**src/rtl/seq_divider_16_if.sv**
```systemverilog
`default_nettype none
// +----------------------------------------------------------------------------+
// | seq_divider_16_if : start/done handshake and operand/result bundle for the  |
// |                     sequential divider.  Rev 1.0                            |
// +----------------------------------------------------------------------------+
interface seq_divider_16_if #(
  parameter int WIDTH = 16
);
  logic             start;
  logic [WIDTH-1:0] dividend;
  logic [WIDTH-1:0] divisor;
  logic             busy;
  logic             done;
  logic [WIDTH-1:0] quotient;
  logic [WIDTH-1:0] remainder;
  logic             div_by_zero;

  modport master (
    output start, dividend, divisor,
    input  busy, done, quotient, remainder, div_by_zero
  );

  modport slave (
    input  start, dividend, divisor,
    output busy, done, quotient, remainder, div_by_zero
  );
endinterface
`default_nettype wire

```
**src/rtl/seq_divider_16.sv**
```systemverilog
`default_nettype none
// +----------------------------------------------------------------------------+
// | seq_divider_16 : multi-cycle unsigned restoring divider, one quotient bit   |
// |                  per clock, start/done handshake.  Rev 1.0                  |
// +----------------------------------------------------------------------------+
module seq_divider_16 #(
  parameter int WIDTH = 16
) (
  input  logic              clk,
  input  logic              rst_n,
  seq_divider_16_if.slave   bus
);

  localparam int                 c_CNT_W = $clog2(WIDTH);
  localparam logic [c_CNT_W-1:0] c_LAST  = c_CNT_W'(WIDTH - 1);

  typedef enum logic [1:0] {
    S_IDLE = 2'd0,
    S_RUN  = 2'd1,
    S_FIN  = 2'd2
  } state_t;

  state_t             r_state;
  state_t             w_state_next;
  logic               w_accept;
  logic               w_busy;
  logic               w_done;
  logic               w_last;

  logic [WIDTH-1:0]   r_q;
  logic [WIDTH-1:0]   r_d;
  // Partial remainder always stays below the divisor, so WIDTH bits suffice between iterations.
  logic [WIDTH-1:0]   r_r;
  logic [c_CNT_W-1:0] r_cnt;
  logic [WIDTH-1:0]   r_quotient;
  logic [WIDTH-1:0]   r_remainder;
  logic               r_dbz;

  logic [WIDTH:0]     w_r_shift;
  logic [WIDTH:0]     w_trial;
  logic [WIDTH-1:0]   w_r_next;
  logic [WIDTH-1:0]   w_q_next;

  assign w_r_shift = {r_r, r_q[WIDTH-1]};
  assign w_trial   = w_r_shift - {1'b0, r_d};
  assign w_r_next  = w_trial[WIDTH] ? w_r_shift[WIDTH-1:0] : w_trial[WIDTH-1:0];
  assign w_q_next  = {r_q[WIDTH-2:0], ~w_trial[WIDTH]};
  assign w_last    = (r_cnt == c_LAST);

  always_ff @(posedge clk) begin
    if (!rst_n) begin
      r_state <= S_IDLE;
    end else begin
      r_state <= w_state_next;
    end
  end

  always_comb begin
    w_state_next = r_state;
    w_accept     = 1'b0;
    w_busy       = 1'b0;
    w_done       = 1'b0;
    case (r_state)
      S_IDLE, S_FIN: begin
        w_done = (r_state == S_FIN);
        if (bus.start) begin
          w_accept     = 1'b1;
          w_state_next = (bus.divisor == '0) ? S_FIN : S_RUN;
        end else begin
          w_state_next = S_IDLE;
        end
      end
      S_RUN: begin
        w_busy = 1'b1;
        if (w_last) begin
          w_state_next = S_FIN;
        end
      end
      default: w_state_next = S_IDLE;
    endcase
  end

  always_ff @(posedge clk) begin
    if (!rst_n) begin
      r_q         <= '0;
      r_d         <= '0;
      r_r         <= '0;
      r_cnt       <= '0;
      r_quotient  <= '0;
      r_remainder <= '0;
      r_dbz       <= 1'b0;
    end else if (w_accept) begin
      r_q   <= bus.dividend;
      r_d   <= bus.divisor;
      r_r   <= '0;
      r_cnt <= '0;
      r_dbz <= 1'b0;
      // Divide-by-zero resolves immediately; otherwise old results hold until the run ends.
      if (bus.divisor == '0) begin
        r_quotient  <= '1;
        r_remainder <= bus.dividend;
        r_dbz       <= 1'b1;
      end
    end else if (r_state == S_RUN) begin
      r_q   <= w_q_next;
      r_r   <= w_r_next;
      r_cnt <= r_cnt + c_CNT_W'(1);
      if (w_last) begin
        r_quotient  <= w_q_next;
        r_remainder <= w_r_next;
      end
    end
  end

  assign bus.busy        = w_busy;
  assign bus.done        = w_done;
  assign bus.quotient    = r_quotient;
  assign bus.remainder   = r_remainder;
  assign bus.div_by_zero = r_dbz;

endmodule
`default_nettype wire

```
**src/flat_wrapper.sv**
```systemverilog
// flat-port wrapper written by rule: the top's interface ports become plain ports
module seq_divider_16_flat 
#(
  parameter int WIDTH = 16
)
  (clk, rst_n, bus_start, bus_dividend, bus_divisor, bus_busy, bus_done, bus_quotient, bus_remainder, bus_div_by_zero);
  seq_divider_16_if #(.WIDTH(WIDTH)) bus_i ();
  input  logic clk;
  input  logic rst_n;
  input wire logic [$bits(bus_i.start)-1:0] bus_start;
  input wire logic [$bits(bus_i.dividend)-1:0] bus_dividend;
  input wire logic [$bits(bus_i.divisor)-1:0] bus_divisor;
  output wire logic [$bits(bus_i.busy)-1:0] bus_busy;
  output wire logic [$bits(bus_i.done)-1:0] bus_done;
  output wire logic [$bits(bus_i.quotient)-1:0] bus_quotient;
  output wire logic [$bits(bus_i.remainder)-1:0] bus_remainder;
  output wire logic [$bits(bus_i.div_by_zero)-1:0] bus_div_by_zero;
  assign bus_i.start = bus_start;
  assign bus_i.dividend = bus_dividend;
  assign bus_i.divisor = bus_divisor;
  assign bus_busy = bus_i.busy;
  assign bus_done = bus_i.done;
  assign bus_quotient = bus_i.quotient;
  assign bus_remainder = bus_i.remainder;
  assign bus_div_by_zero = bus_i.div_by_zero;
  seq_divider_16 #(.WIDTH(WIDTH)) u_core (.clk(clk), .rst_n(rst_n), .bus(bus_i));
endmodule
```
**config.mk**
```make
export PLATFORM = sky130hd
export DESIGN_NAME = seq_divider_16_flat
export DESIGN_NICKNAME = d
export VERILOG_FILES = /design/src/rtl/seq_divider_16_if.sv /design/src/rtl/seq_divider_16.sv /design/src/flat_wrapper.sv
export SDC_FILE = /design/constraint.sdc
export NUM_CORES = 1
export LEC_CHECK = 0
export CORE_MARGIN = 2
export CORE_UTILIZATION = 49
export DETAILED_ROUTE_END_ITERATION = 8
export GPL_ROUTABILITY_DRIVEN = 0
export PLACE_DENSITY = 0.77
export SLEW_MARGIN = 20
export SYNTH_ARGS = -nofsm -noshare
export SYNTH_HDL_FRONTEND = slang
export SYNTH_SLANG_ARGS = --single-unit
export TNS_END_PERCENT = 50
```
**constraint.sdc**
```tcl
create_clock -name clk -period 2.6 [get_ports clk]
set_input_delay 0.26 -clock clk [delete_from_list [all_inputs] [get_ports clk]]
set_output_delay 0.26 -clock clk [all_outputs]
set_load 0.01 [all_outputs]
```
Word-level counts from Yosys, hierarchy flattened:

Index checks and enable logic that the tools add are counted.

* register bits after elaboration: 87
* output and inout bits: 35

* eq/ne operators: 5
* bitwise gates (word level): 2
* multiplexer cells: 20
* reduce and logical (&&, ||, !) cells: 7
* $add $sub $neg: 2

Operators with widths (count)
* $mux W16: 11
* $sub A17 B16 Y17: 1
* $logic_not A16 Y1: 1
* $mux W2: 3
* $mux W1: 5
* $add A4 B1 Y4 const B: 1
* $eq A4 B4 Y1 const B: 1
* $pmux W2 S2: 1
* $reduce_bool A2 Y1: 2
* $reduce_or A2 Y1: 2
* $reduce_and A3 Y1: 1
* $eq A2 B1 Y1 const B: 1
* $eq A2 B2 Y1 const B: 1
* $logic_not A2 Y1: 1
* $ne A2 B1 Y1 const B: 1
* $ne A2 B2 Y1 const B: 1
* $not A1 Y1: 2

Logic depth before layout (Yosys ltp):

* depth in word-level cells: 5
* depth in mapped cells: 12
* depth with buffers taken out: 10

Least setup slack after synthesis:

Ideal clock, no wire load.

* path kind: register to register
* from: register u_core.r_q[15]
* to: register u_core.r_remainder[12] (netlist: u_core.bus.remainder[12])
* path slack: 42 ps
* setup time: 135 ps
* buffers on the path: 2
* arrival: 2423 ps
* stages on the path, launching flop included: 13
* cells stage by stage: dfxtp_1 > inv_1 > ha_1 > fa_1 > nand2b_1 > a21oi_2 > o211a_4 > a211oi_2 > a211o_1 > buf_6 > buf_6 > mux2i_1 > o22ai_1

* longest elaborated chain between the ends: 5

RTL lines
* start: declaration: line seq_divider_16.sv:30 `logic [WIDTH-1:0] r_q;`
* start signal: assignment: line seq_divider_16.sv:93 `r_q <= bus.dividend;`
* start signal: assignment: line seq_divider_16.sv:105 `r_q <= w_q_next;`
* $sub A17 B16 Y17: line seq_divider_16.sv:45 `assign w_trial = w_r_shift - {1'b0, r_d};`
* $mux W16: line seq_divider_16.sv:46 `assign w_r_next = w_trial[WIDTH] ? w_r_shift[WIDTH-1:0] : w_trial[WIDTH-1:0];`
* $mux W16: line seq_divider_16.sv:108 `if (w_last) begin`
* $mux W16: line seq_divider_16.sv:104 `end else if (r_state == S_RUN) begin`
* $mux W16: line seq_divider_16.sv:92 `end else if (w_accept) begin`
* end signal: assignment: line seq_divider_16.sv:101 `r_remainder <= bus.dividend;`
* end signal: assignment: line seq_divider_16.sv:110 `r_remainder <= w_r_next;`
* end: declaration: line seq_divider_16.sv:36 `logic [WIDTH-1:0] r_remainder;`

Every way passes these cells. The select of a mux whose other input is x is not followed.
A chain may end at the register's enable or synchronous reset.

Final worst setup path:

* from: register u_core.r_r[4]
* to: register u_core.r_remainder[13] (netlist: u_core.bus.remainder[13])

* longest elaborated chain between the ends: 5

RTL lines
* start: declaration: line seq_divider_16.sv:33 `logic [WIDTH-1:0] r_r;`
* start signal: assignment: line seq_divider_16.sv:106 `r_r <= w_r_next;`
* $sub A17 B16 Y17: line seq_divider_16.sv:45
* $mux W16: line seq_divider_16.sv:46
* $mux W16: line seq_divider_16.sv:108
* $mux W16: line seq_divider_16.sv:104
* $mux W16: line seq_divider_16.sv:92

Every way passes these cells. The select of a mux whose other input is x is not followed.

==> run_results.csv <==
group,metric,value,unit
synthesis,ys_seq_elements,87,
clocking,clockBufferDepth,2,
outcome,outcome,"finished, final reports clean",
place,placed_cell_area,0.00529,sq mm
global_routing,grt_pass1_wl,19.4,mm
floorplan,die_y,98.7,um
final_layout,nets,648,
critical_path,critPathKind,"reg2reg",
clocking,clkLatencyLatePin,0.37,ns
final_layout,diodes,0,
floorplan,pin_count,70,
global_routing,grtUsageTotal,0.241,
synthesis,ys_warn_count,0,
clocking,cts_tree,"built",
floorplan,fp-row-count,34,
power,ir_drop,0.000268,V
critical_path,endpoint_kind,"flip-flop",
critical_path,reg2reg_depth,9,
flow_run,maxCapViolations,0,
floorplan,start_util,0.504,
final_layout,layout_commonest_cell,"dfxtp_1",
global_routing,grt_use_met3,0.0284,
synthesis,yosysTopAreaCell,"dfxtp_1",
synthesis,synth_top_area_frac,0.396,
clocking,numClockSinks,87,
global_routing,grt_pass1_vias,4106,
synthesis,synthesis.instances,522,
floorplan,die_w,98.7,um
global_routing,grt_start_max_net_pins,50,
routing,drc_errors,0,
synthesis,ys.flop_type,"dfxtp_1",
synthesis,syn-num-nets,575,
sta,final_hold_viol_count,0,
clocking,cts-buffers-inserted,9,
critical_path,worstPathArrival,2.82,ns
clocking,postCtsHoldBufs,0,
worst_hold_path,hold_path_class,"reg2reg",
sta,skew,0.0168,ns
sta,setup_viol_count_final,0,
power,leakage,0.00219,uW
synthesis,syn_area,0.00440,sq mm
sta,hold_slack,0.461,ns
global_routing,met1_usage,0.309,
floorplan,die-area,0.00975,sq mm
routing,ant_nets,0,
synthesis,synth_edf_count,0,
synthesis,avgSynthCellArea,8.42,sq um
sta,min_period,2.54,ns
sta,max_freq,394,MHz
routing,first_pass_iters,5,
sta,timing.slew.headroom,0.256,
synthesis,async_flop_share,0,
critical_path,start_kind,"flip-flop",
place,dp_hpwl,8.79,mm
critical_path,crit_fanout,17,
worst_hold_path,worstHoldPathCells,2,
global_routing,antenna_found_initial,0,
final_layout,fin_area,0.00556,sq mm
final_layout,layout-drive-gt1-share,0.138,
synthesis,yosysSeqAreaShare,0.396,
final_layout,final_cell_mix,"dfxtp_1, a21oi_1, nand2_1",
routing,vias,4308,
critical_path,cp.required,2.88,ns
floorplan,core-area,0.00872,sq mm
global_routing,use_met2,0.422,
routing,drt_iter0_drc,326,
global_routing,grt.overflow.total,0,
clocking,cts_root_buffer,"clkbuf_8",
synthesis,ys_top_cells_by_area,"dfxtp_1, a21oi_1, nand2_1",
power,totalPowerFinal,3480,uW
sta,min_period_over_period,0.976,
synthesis,synth_cell_types,56,
routing,wl_per_cell,17.2,um
final_layout,synthToLayoutAreaGrowth,26.5,%
global_routing,top_usage_layer,"met2",
sta,tightest_slew,1.11,ns
routing,viasPerCell,6.08,
sta,report.final.slew_viol_count,0,
routing,wl,12.2,mm
power,power.density,625,mW/mm^2
clocking,clk_pin_slew,0.09,ns
place,io_buffers,69,
clocking,htreeDepth,3,
-- cells in the mapped netlist, types with 3 or more instances --
cell type and instances:
a21o_1 5, a21oi_1 76, a21oi_2 3, a22oi_1 15, a31oi_1 6, and3_1 18, buf_1 5, clkbuf_1 25
dfxtp_1 87, ha_1 17, inv_1 26, mux2i_1 13, nand2_1 73, nand2b_1 6, nand3_1 8, nand4_1 6
nor2_1 17, nor2b_1 4, nor4_1 5, o2111ai_1 3, o21a_1 3, o21ai_0 20, o21ai_1 3, o221a_2 15
o22ai_1 13, xnor2_1 11, xor2_1 5
-- critical path: stages (launching register included) --
cell and delay [ns]:
dfxtp_1 0.41, ha_2 0.34, a21oi_2 0.16, nand2_1 0.11, o211a_4 0.27, a21o_4 0.21
a211o_1 0.32, buf_12 0.17, mux2_4 0.32, o22ai_2 0.16
-- layer usage --
| layer | routed length (um) | up-vias | part of all wire |
|---|---|---|---|
| li1 | - | 2039 | - |
| met1 | 5210 | 2094 | 0.43 |
| met2 | 6190 | 147 | 0.51 |
| met3 | 515 | 28 | 0.042 |
| met4 | 271 | 0 | 0.022 |
| met5 | 0 | - | 0 |
-- cell type report --
type                       count  area (sq um)
clock inverter                 6          57.6
tap                          108           135
sequential                    87          1740
fill                         728          3160
inverter                      27           101
clock buffer                  10           138
timing repair buffer          94           903
multi-input combinational    376          2480
-- path summary, 6_finish.rpt --
kind	startpoint	endpoint	slack, ns
setup / recovery	u_core.r_r[4]	u_core.bus.remainder[13]	0.06
hold / removal	u_core.r_d[3]	u_core.r_d[3]	0.46
setup reg to reg	u_core.r_r[4]	u_core.bus.remainder[13]	0.06
hold reg to reg	u_core.r_d[3]	u_core.r_d[3]	0.46
-- kinds of logic after synthesis --
kind of cell | synth area share
mux | 0.0330
simple gates | 0.158
compound gates | 0.274
fa+ha+maj | 0.0529
flops | 0.396
buf+inv | 0.0538
xor+xnor | 0.0319
-- stage by stage --
| step | utilization | std cells | setup TNS, ns | setup slack, ns |
|---|---|---|---|---|
| after floorplan | - | 522 | 0 | 0.0423 |
| after detailed placement | 0.606 | 689 | -0.0764 | -0.0511 |
| after global placement | 0.606 | 689 | -0.00128 | -0.00128 |
| after global routing | 0.638 | 708 | -0.0322 | -0.0322 |
| after CTS | 0.631 | 707 | 0 | 0.0254 |
| final | 0.638 | 708 | 0 | 0.0613 |
-- state kept, by name, indices dropped and copies added, names as in the netlist --
register / cells
u_core.r_state: 2
u_core.r_r: 16
u_core.bus.remainder: 16
u_core.bus.quotient: 16
u_core.bus.div_by_zero: 1
u_core.r_d: 16
u_core.r_cnt: 4
u_core.r_q: 16
-- report_power, final --
part           leakage, uW  switching [uW]  total (uW)  internal, uW
combinational      0.00138             608        1100           490
sequential        0.000708            45.6        1430          1390
clock             0.000102             548         947           399
-- timing repair --
action                     CTS  global route
setup endpoints to repair    7            23
resized for setup            1            14
buffers inserted             2             1
pin swaps                    3             3
No activity file was read; power rests on OpenSTA's default activity.
